## config.mk

```make
export PLATFORM = sky130hd
export DESIGN_NAME = i2cs_fifo_rd_stream
export DESIGN_NICKNAME = d
export VERILOG_FILES = /design/src/rtl/i2cs_fifo_rd_stream.sv
export SDC_FILE = /design/constraint.sdc
export NUM_CORES = 1
export LEC_CHECK = 0
export CORE_MARGIN = 8
export CORE_UTILIZATION = 52
export CTS_CLUSTER_DIAMETER = 30
export DETAILED_ROUTE_END_ITERATION = 16
export PLACE_DENSITY_LB_ADDON = 0.2
export SLEW_MARGIN = 20
export SYNTH_ARGS = -nofsm -noshare
export SYNTH_HDL_FRONTEND = slang
export SYNTH_SLANG_ARGS = --single-unit
```

## constraint.sdc

```tcl
create_clock -name clk_i -period 3.1 [get_ports clk_i]
set_clock_uncertainty 0.1 [all_clocks]
set_input_delay 0.62 -clock clk_i [delete_from_list [all_inputs] [get_ports clk_i]]
set_output_delay 0.62 -clock clk_i [all_outputs]
set_load 0.03 [all_outputs]
```

## src/rtl/i2cs_fifo_rd_stream.sv

```systemverilog
// FIFO read-side drain engine: pops a 256x8 sync FIFO into a skid buffer and presents a valid/ready byte stream.
// Optional pop statistics counter enabled by defining I2CS_RD_STATS_EN.
module i2cs_fifo_rd_stream #(
    parameter int unsigned RD_LATENCY = 1,
    parameter int unsigned SKID_DEPTH = 3,
    localparam int unsigned CNT_W = $clog2(SKID_DEPTH + 1),
    localparam int unsigned PTR_W = (SKID_DEPTH > 1) ? $clog2(SKID_DEPTH) : 1
) (
    input  logic             clk_i,
    input  logic             rst_i,
    input  logic             en_i,
    input  logic             flush_i,
    input  logic             fifo_empty_i,
    input  logic [7:0]       fifo_rd_data_i,
    output logic             fifo_pop_o,
    output logic             m_valid_o,
    output logic [7:0]       m_data_o,
    input  logic             m_ready_i,
    output logic [CNT_W-1:0] buf_cnt_o,
    output logic [15:0]      pop_cnt_o
);

    localparam int unsigned OCC_W = CNT_W + 1;

    logic [7:0]       mem_q [SKID_DEPTH];
    logic [PTR_W-1:0] wr_ptr_q, wr_ptr_d;
    logic [PTR_W-1:0] rd_ptr_q, rd_ptr_d;
    logic [CNT_W-1:0] cnt_q, cnt_d;
    logic             inflight;
    logic             pop;
    logic             cap;
    logic             hs;
    logic [OCC_W-1:0] occ;

    function automatic logic [PTR_W-1:0] ptr_inc(input logic [PTR_W-1:0] p);
        return (p == PTR_W'(SKID_DEPTH - 1)) ? '0 : p + PTR_W'(1);
    endfunction

    // Occupancy counts the byte still on its way from the FIFO so the buffer never overflows.
    assign occ = OCC_W'(cnt_q) + OCC_W'(inflight);
    assign pop = en_i & ~flush_i & ~fifo_empty_i & (occ < OCC_W'(SKID_DEPTH));
    assign hs  = (cnt_q != '0) & m_ready_i;

    generate
        if (RD_LATENCY == 0) begin : g_lat0
            assign inflight = 1'b0;
            assign cap      = pop;
        end else begin : g_lat1
            logic inflight_q;

            always_ff @(posedge clk_i or posedge rst_i) begin
                if (rst_i) begin
                    inflight_q <= 1'b0;
                end else begin
                    inflight_q <= pop;
                end
            end

            assign inflight = inflight_q;
            assign cap      = inflight_q & ~flush_i;
        end
    endgenerate

    // Pointer/count next state; flush wins over capture and handshake.
    always_comb begin
        wr_ptr_d = wr_ptr_q;
        rd_ptr_d = rd_ptr_q;
        cnt_d    = cnt_q;
        if (flush_i) begin
            wr_ptr_d = '0;
            rd_ptr_d = '0;
            cnt_d    = '0;
        end else begin
            if (cap) begin
                wr_ptr_d = ptr_inc(wr_ptr_q);
            end
            if (hs) begin
                rd_ptr_d = ptr_inc(rd_ptr_q);
            end
            case ({cap, hs})
                2'b10:   cnt_d = cnt_q + CNT_W'(1);
                2'b01:   cnt_d = cnt_q - CNT_W'(1);
                default: cnt_d = cnt_q;
            endcase
        end
    end

    always_ff @(posedge clk_i or posedge rst_i) begin
        if (rst_i) begin
            wr_ptr_q <= '0;
            rd_ptr_q <= '0;
            cnt_q    <= '0;
        end else begin
            wr_ptr_q <= wr_ptr_d;
            rd_ptr_q <= rd_ptr_d;
            cnt_q    <= cnt_d;
        end
    end

    always_ff @(posedge clk_i or posedge rst_i) begin
        if (rst_i) begin
            for (int i = 0; i < int'(SKID_DEPTH); i++) begin
                mem_q[i] <= 8'h00;
            end
        end else if (cap) begin
            mem_q[wr_ptr_q] <= fifo_rd_data_i;
        end
    end

    assign fifo_pop_o = pop;
    assign m_valid_o  = (cnt_q != '0);
    assign m_data_o   = mem_q[rd_ptr_q];
    assign buf_cnt_o  = cnt_q;

`ifdef I2CS_RD_STATS_EN
    logic [15:0] pop_cnt_q;

    always_ff @(posedge clk_i or posedge rst_i) begin
        if (rst_i) begin
            pop_cnt_q <= 16'h0000;
        end else if (pop) begin
            pop_cnt_q <= pop_cnt_q + 16'd1;
        end
    end

    assign pop_cnt_o = pop_cnt_q;
`else
    assign pop_cnt_o = 16'h0000;
`endif

endmodule

```

Yosys cells after proc, flatten, opt, wreduce, memory -nomap -nowiden:

Index checks and enable logic that the tools add are counted.
Widths: inputs -> output; s select.

* mux-type cells: 14
* $lt $le $gt $ge: 4
* bitwise gates (word level): 9
* reductions and logical operators: 5
* add/subtract/negate cells: 5
* equal/unequal tests: 4

Operators by type and width (number)
* $bwmux 24: 1
* $mux 8: 3
* $bmux 8 s2: 1
* $demux 8 s2: 1
* $mux 2: 7
* $add 2x1->2 const B: 3
* $eq 2x2->1 const B: 3
* $ge 3x3->1 const B: 2
* $not 2->3: 2
* $reduce_bool 2->1: 3
* $and 1x1->1: 5
* $pmux 2 s2: 1
* $add 2x1->3: 1
* $lt 3x1->1 const B: 1
* $lt 3x2->1 const B: 1
* $reduce_bool 3->1: 1
* $eq 2x1->1 const B: 1
* $not 1->1: 2
* $sub 2x1->2 const B: 1
* $logic_and 1x1->1: 1

* word-level logic and storage cells: 48
* bits in registers: 31
* output and inout port bits: 28

Longest topological paths before layout:

* depth in word-level cells: 6
* mapped depth: 4
* mapped depth without buffers: 4

Least setup slack after synthesis:

Ideal clock, no wire load.

* kind: reg2out
* from: register cnt_q[0] (netlist: buf_cnt_o[0])
* to: output fifo_pop_o
* data required time: 2.380 ns
* arrival time: 2.061 ns
* stages on the path, launching flop included: 5
* buffers on the path: 0
* setup slack: 0.319 ns
* cell sequence: dfrtp_1 > ha_1 > ha_1 > or4b_2 > a21oi_1

* cells in the longest elaborated chain, start to end: 3

Ends and longest elaborated chain
* from (decl): RTL line 28 `logic [CNT_W-1:0] cnt_q, cnt_d;`
* from (signal assigned): RTL line 96 `cnt_q <= cnt_d;`
* $add 2x1->3: RTL line 40 `assign occ = OCC_W'(cnt_q) + OCC_W'(inflight);`
* $lt 3x2->1: RTL line 41 `assign pop = en_i & ~flush_i & ~fifo_empty_i & (occ < OCC_W'(SKID_DEPTH));`
* $and 1x1->1: RTL line 41
* to (decl): RTL line 15 `output logic fifo_pop_o,`

No other way between the ends.

Final worst setup path:

* from: register g_lat1.inflight_q
* to: output fifo_pop_o

* cells in the longest elaborated chain, start to end: 3

Ends and longest elaborated chain
* from (decl): RTL line 49 `logic inflight_q;`
* from (signal assigned): RTL line 55 `inflight_q <= pop;`
* $add 2x1->3: RTL line 40
* $lt 3x2->1: RTL line 41
* $and 1x1->1: RTL line 41

No other way between the ends.

==> reports/metrics.csv <==
stage,metric,value,unit
status,status,completed,
logic_synthesis,synth_compound_area_share,5.69,%
critical_path,end_kind,output pin,
die,io_pins,42,
critical_path,arrival,2160,ps
timing,tns,0,ps
route,vias,1053,
route,ant_nets,0,
route,wl_per_cell,15.8,um
run,max-cap-violations,0,
power,ir_worst_vdd,0.000312,V
finish,n_antenna_cell,0,
clock_network,clock-root-buffer,clkbuf_4,
power,pwr-share-seq,46.2,%
finish,final_layout_size_suffix_gt1_share,26.9,%
timing,hold_viol_final,0,
clock_network,postCtsHoldBufs,0,
timing,fin_crit,2880,ps
die,die_h,71.5,um
logic_synthesis,synth_top_family_by_area,multiplexers,
logic_synthesis,synth-seq-cells,31,
timing,whs,414,ps
place,hpwl,2310,um
route,postRouteWirelength,3160,um
timing,timing.fmax,347,MHz
clock_network,clk_latency,320,ps
critical_path,crit_slowest_cell,or4b_2,
power,clockPowerShare,28.6,%
critical_path,slowest_delay,600,ps
finish,syn_to_final_growth,19.7,%
clock_network,numClockSinks,31,
route,viasPerCell,5.27,
timing,finalCritPeriodShare,92.9,%
logic_synthesis,ys_types,28,
power,p_int,0.735,mW
logic_synthesis,yosysSeqAreaShare,48.4,%
min_path,hold_path_class,reg2reg,
die,coreArea,3000,sq um
clock_network,clkTransAtPathRegs,90,ps
global_routing,grt_antenna_before_repair,0,
power,powerDensity,541,nW/um^2
place,place.gp.congestion,0.680,
clock_network,cts_made_buffers,5,
timing,worst_pin_slew,512,ps
power,switching_share,29.2,%
logic_synthesis,synth_xor_area_share,0,%
timing,relSlewSlack,65.9,%
critical_path,crit_type,reg2out,
critical_path,critical_path_required,2380,ps
route,dr.first_iter.drc_count,3,
die,initial_core_util,53.4,%
logic_synthesis,synth_warnings,0,
logic_synthesis,synth_fa_ha_area_share,1.56,%
timing,slew_violations,0,
place,port_buffers,25,
logic_synthesis,netlist_instances,135,
route,dr.pass1.iters,3,
die,die_area,5120,sq um
logic_synthesis,yosys.area_share.simple,11.5,%
global_routing,grt_pass1_vias,1115,
die,core.rowCount,20,
timing,setup_viol,0,
global_routing,track_usage,13.5,%
die,die_x,71.5,um
logic_synthesis,synth_area,1600,sq um
power,p_leak,0.852,nW
finish,nFillCells,242,
clock_network,htreeDepth,2,
power,p_sw,0.303,mW
route,drc,0,
critical_path,cpMostUsedCell,ha_1,
finish,regArea,777,sq um
clock_network,ctsLongestPathBuffers,2,
critical_path,cp_max_fo,10,
clock_network,tritoncts,built,
critical_path,path_cells,ha_1 -> ha_1 -> or4b_2 -> a21oi_1 -> buf_4,
global_routing,grt_max_degree,32,
timing,rsz0062_at_grt,false,
global_routing,grt_overflow,0,
logic_synthesis,syn_avg_cell_area,11.9,sq um
critical_path,start_kind,flop,
power,pwr-share-comb,25.2,%
finish,nNetsFinal,183,
finish,multiInputGateArea,733,sq um
logic_synthesis,synth.mux.area_fraction,23.2,%
global_routing,grt_pass1_wl,5330,um
## critical path, delay by kind of cell, from the launching register on
family	cells	cell delay [ps]
and+or+nand+nor	1	600
AOI/OAI and AO/OA	1	180
adders and majority gates	2	370
DFF	1	490
buffers and inverters	1	190
## layout by cell type, fill, tap and decap left out
cell,n
or3_1,1
clkdlybuf4s50_1,24
or2_2,1
o21ai_0,10
nand2b_1,1
nand2_1,11
nand3_1,1
or4b_2,1
nand2b_4,1
bufinv_16,1
mux2i_1,9
a2111oi_0,1
dfrtp_1,30
clkbuf_1,1
or3b_2,1
conb_1,16
a21o_1,1
mux2_2,25
nor3b_4,2
ha_1,2
buf_4,6
dfrtp_2,1
inv_1,3
clkbuf_4,5
nor3_4,1
nor2b_1,1
nand3b_1,1
and4_1,1
a21oi_1,5
nor2_1,3
## worst paths after layout
path | from | to | slack, ps | cells after the start
min in group asynchronous | rst_i | mem_q[23] | 560 | 3
worst min register to register | mem_q[6] | mem_q[6] | 410 | 1
worst max register to register | g_lat1.inflight_q | g_lat1.inflight_q | 1270 | 4
worst min-delay path | mem_q[6] | mem_q[6] | 410 | 1
max in group asynchronous | rst_i | g_lat1.inflight_q | 2030 | 3
worst max-delay path | g_lat1.inflight_q | fifo_pop_o | 220 | 5
## final cells by class
type	instances	share of cell area (%)
sequential	31	40.5
timing repair buffer	30	14.9
tap	33	2.15
inverter	3	0.587
clock buffer	6	2.15
multi-input combinational	96	38.2
clock inverter	1	1.56
## per-layer routing
metal,up-vias,track usage (%),share of wire [%]
met5,-,0,0
met2,33,22.6,49
li1,502,-,-
met4,0,5.44,1.3
met3,5,5.86,8.0
met1,513,14.7,42
## what timing repair did
| item | CTS | global route |
|---|---|---|
| endpoints found under the setup margin | 0 | 1 |
| buffers inserted | 0 | 0 |
| resized for setup | 0 | 1 |
## through the flow
| stage | setup slack (ps) | power, mW | util [%] | cell area (sq um) | cells |
|---|---|---|---|---|---|
| floorplan | 319 | 0.664 | - | 1660 | 150 |
| global placement | 338 | 0.741 | 61.5 | 1850 | 193 |
| detailed placement | 299 | 0.752 | 61.5 | 1850 | 193 |
| CTS | 147 | 1.05 | 63.9 | 1920 | 200 |
| global route | 59.4 | 1.09 | 63.9 | 1920 | 200 |
| finish | 221 | 1.04 | 63.9 | 1920 | 200 |
## sequential cells by signal (all words and copies together) (netlist names)
register           cells
wr_ptr_q               2
rd_ptr_q               2
g_lat1.inflight_q      1
mem_q                 24
buf_cnt_o              2
## power groups by stage
stage	Sequential [mW]	Clock (mW)	Combinational (mW)
finish	0.479	0.297	0.262
floorplan	0.479	0	0.185
global placement	0.483	0	0.258
global route	0.486	0.316	0.284
CTS	0.480	0.302	0.265
detailed placement	0.488	0	0.264
## cells by family after synthesis
| logic type | Yosys count |
|---|---|
| AO/OA/AOI/OAI | 17 |
| adder cells (fa/ha/maj) | 2 |
| buffers and inverters | 23 |
| flip-flops | 31 |
| multiplexers | 34 |
| other | 1 |
| AND/OR/NAND/NOR | 27 |
## cell usage after synthesis
cell type  count  share of area (%)
conb_1         1               0.23
nand2b_1       1               0.39
nand2b_4       1               0.86
dfrtp_1       31                 48
nand2_1       11                2.6
nor3_4         1                1.0
and4_1         1               0.55
buf_1          1               0.23
clkbuf_1       1               0.23
nor2b_1        1               0.39
nor3b_4        2                2.3
inv_1          3               0.70
buf_2          1               0.31
a21o_1         1               0.47
or4b_2         1               0.62
or3b_2         1               0.55
or2_2          1               0.39
nand3_1        1               0.31
mux2_2        25                 18
a2111oi_0      1               0.55
buf_4         17                8.0
mux2i_1        9                5.6
a21oi_1        5                1.6
nor2_1         3               0.70
or3_1          1               0.39
o21ai_0       10                3.1
ha_1           2                1.6
nand3b_1       1               0.47
Note: power is estimated with default switching activity, not from simulation.
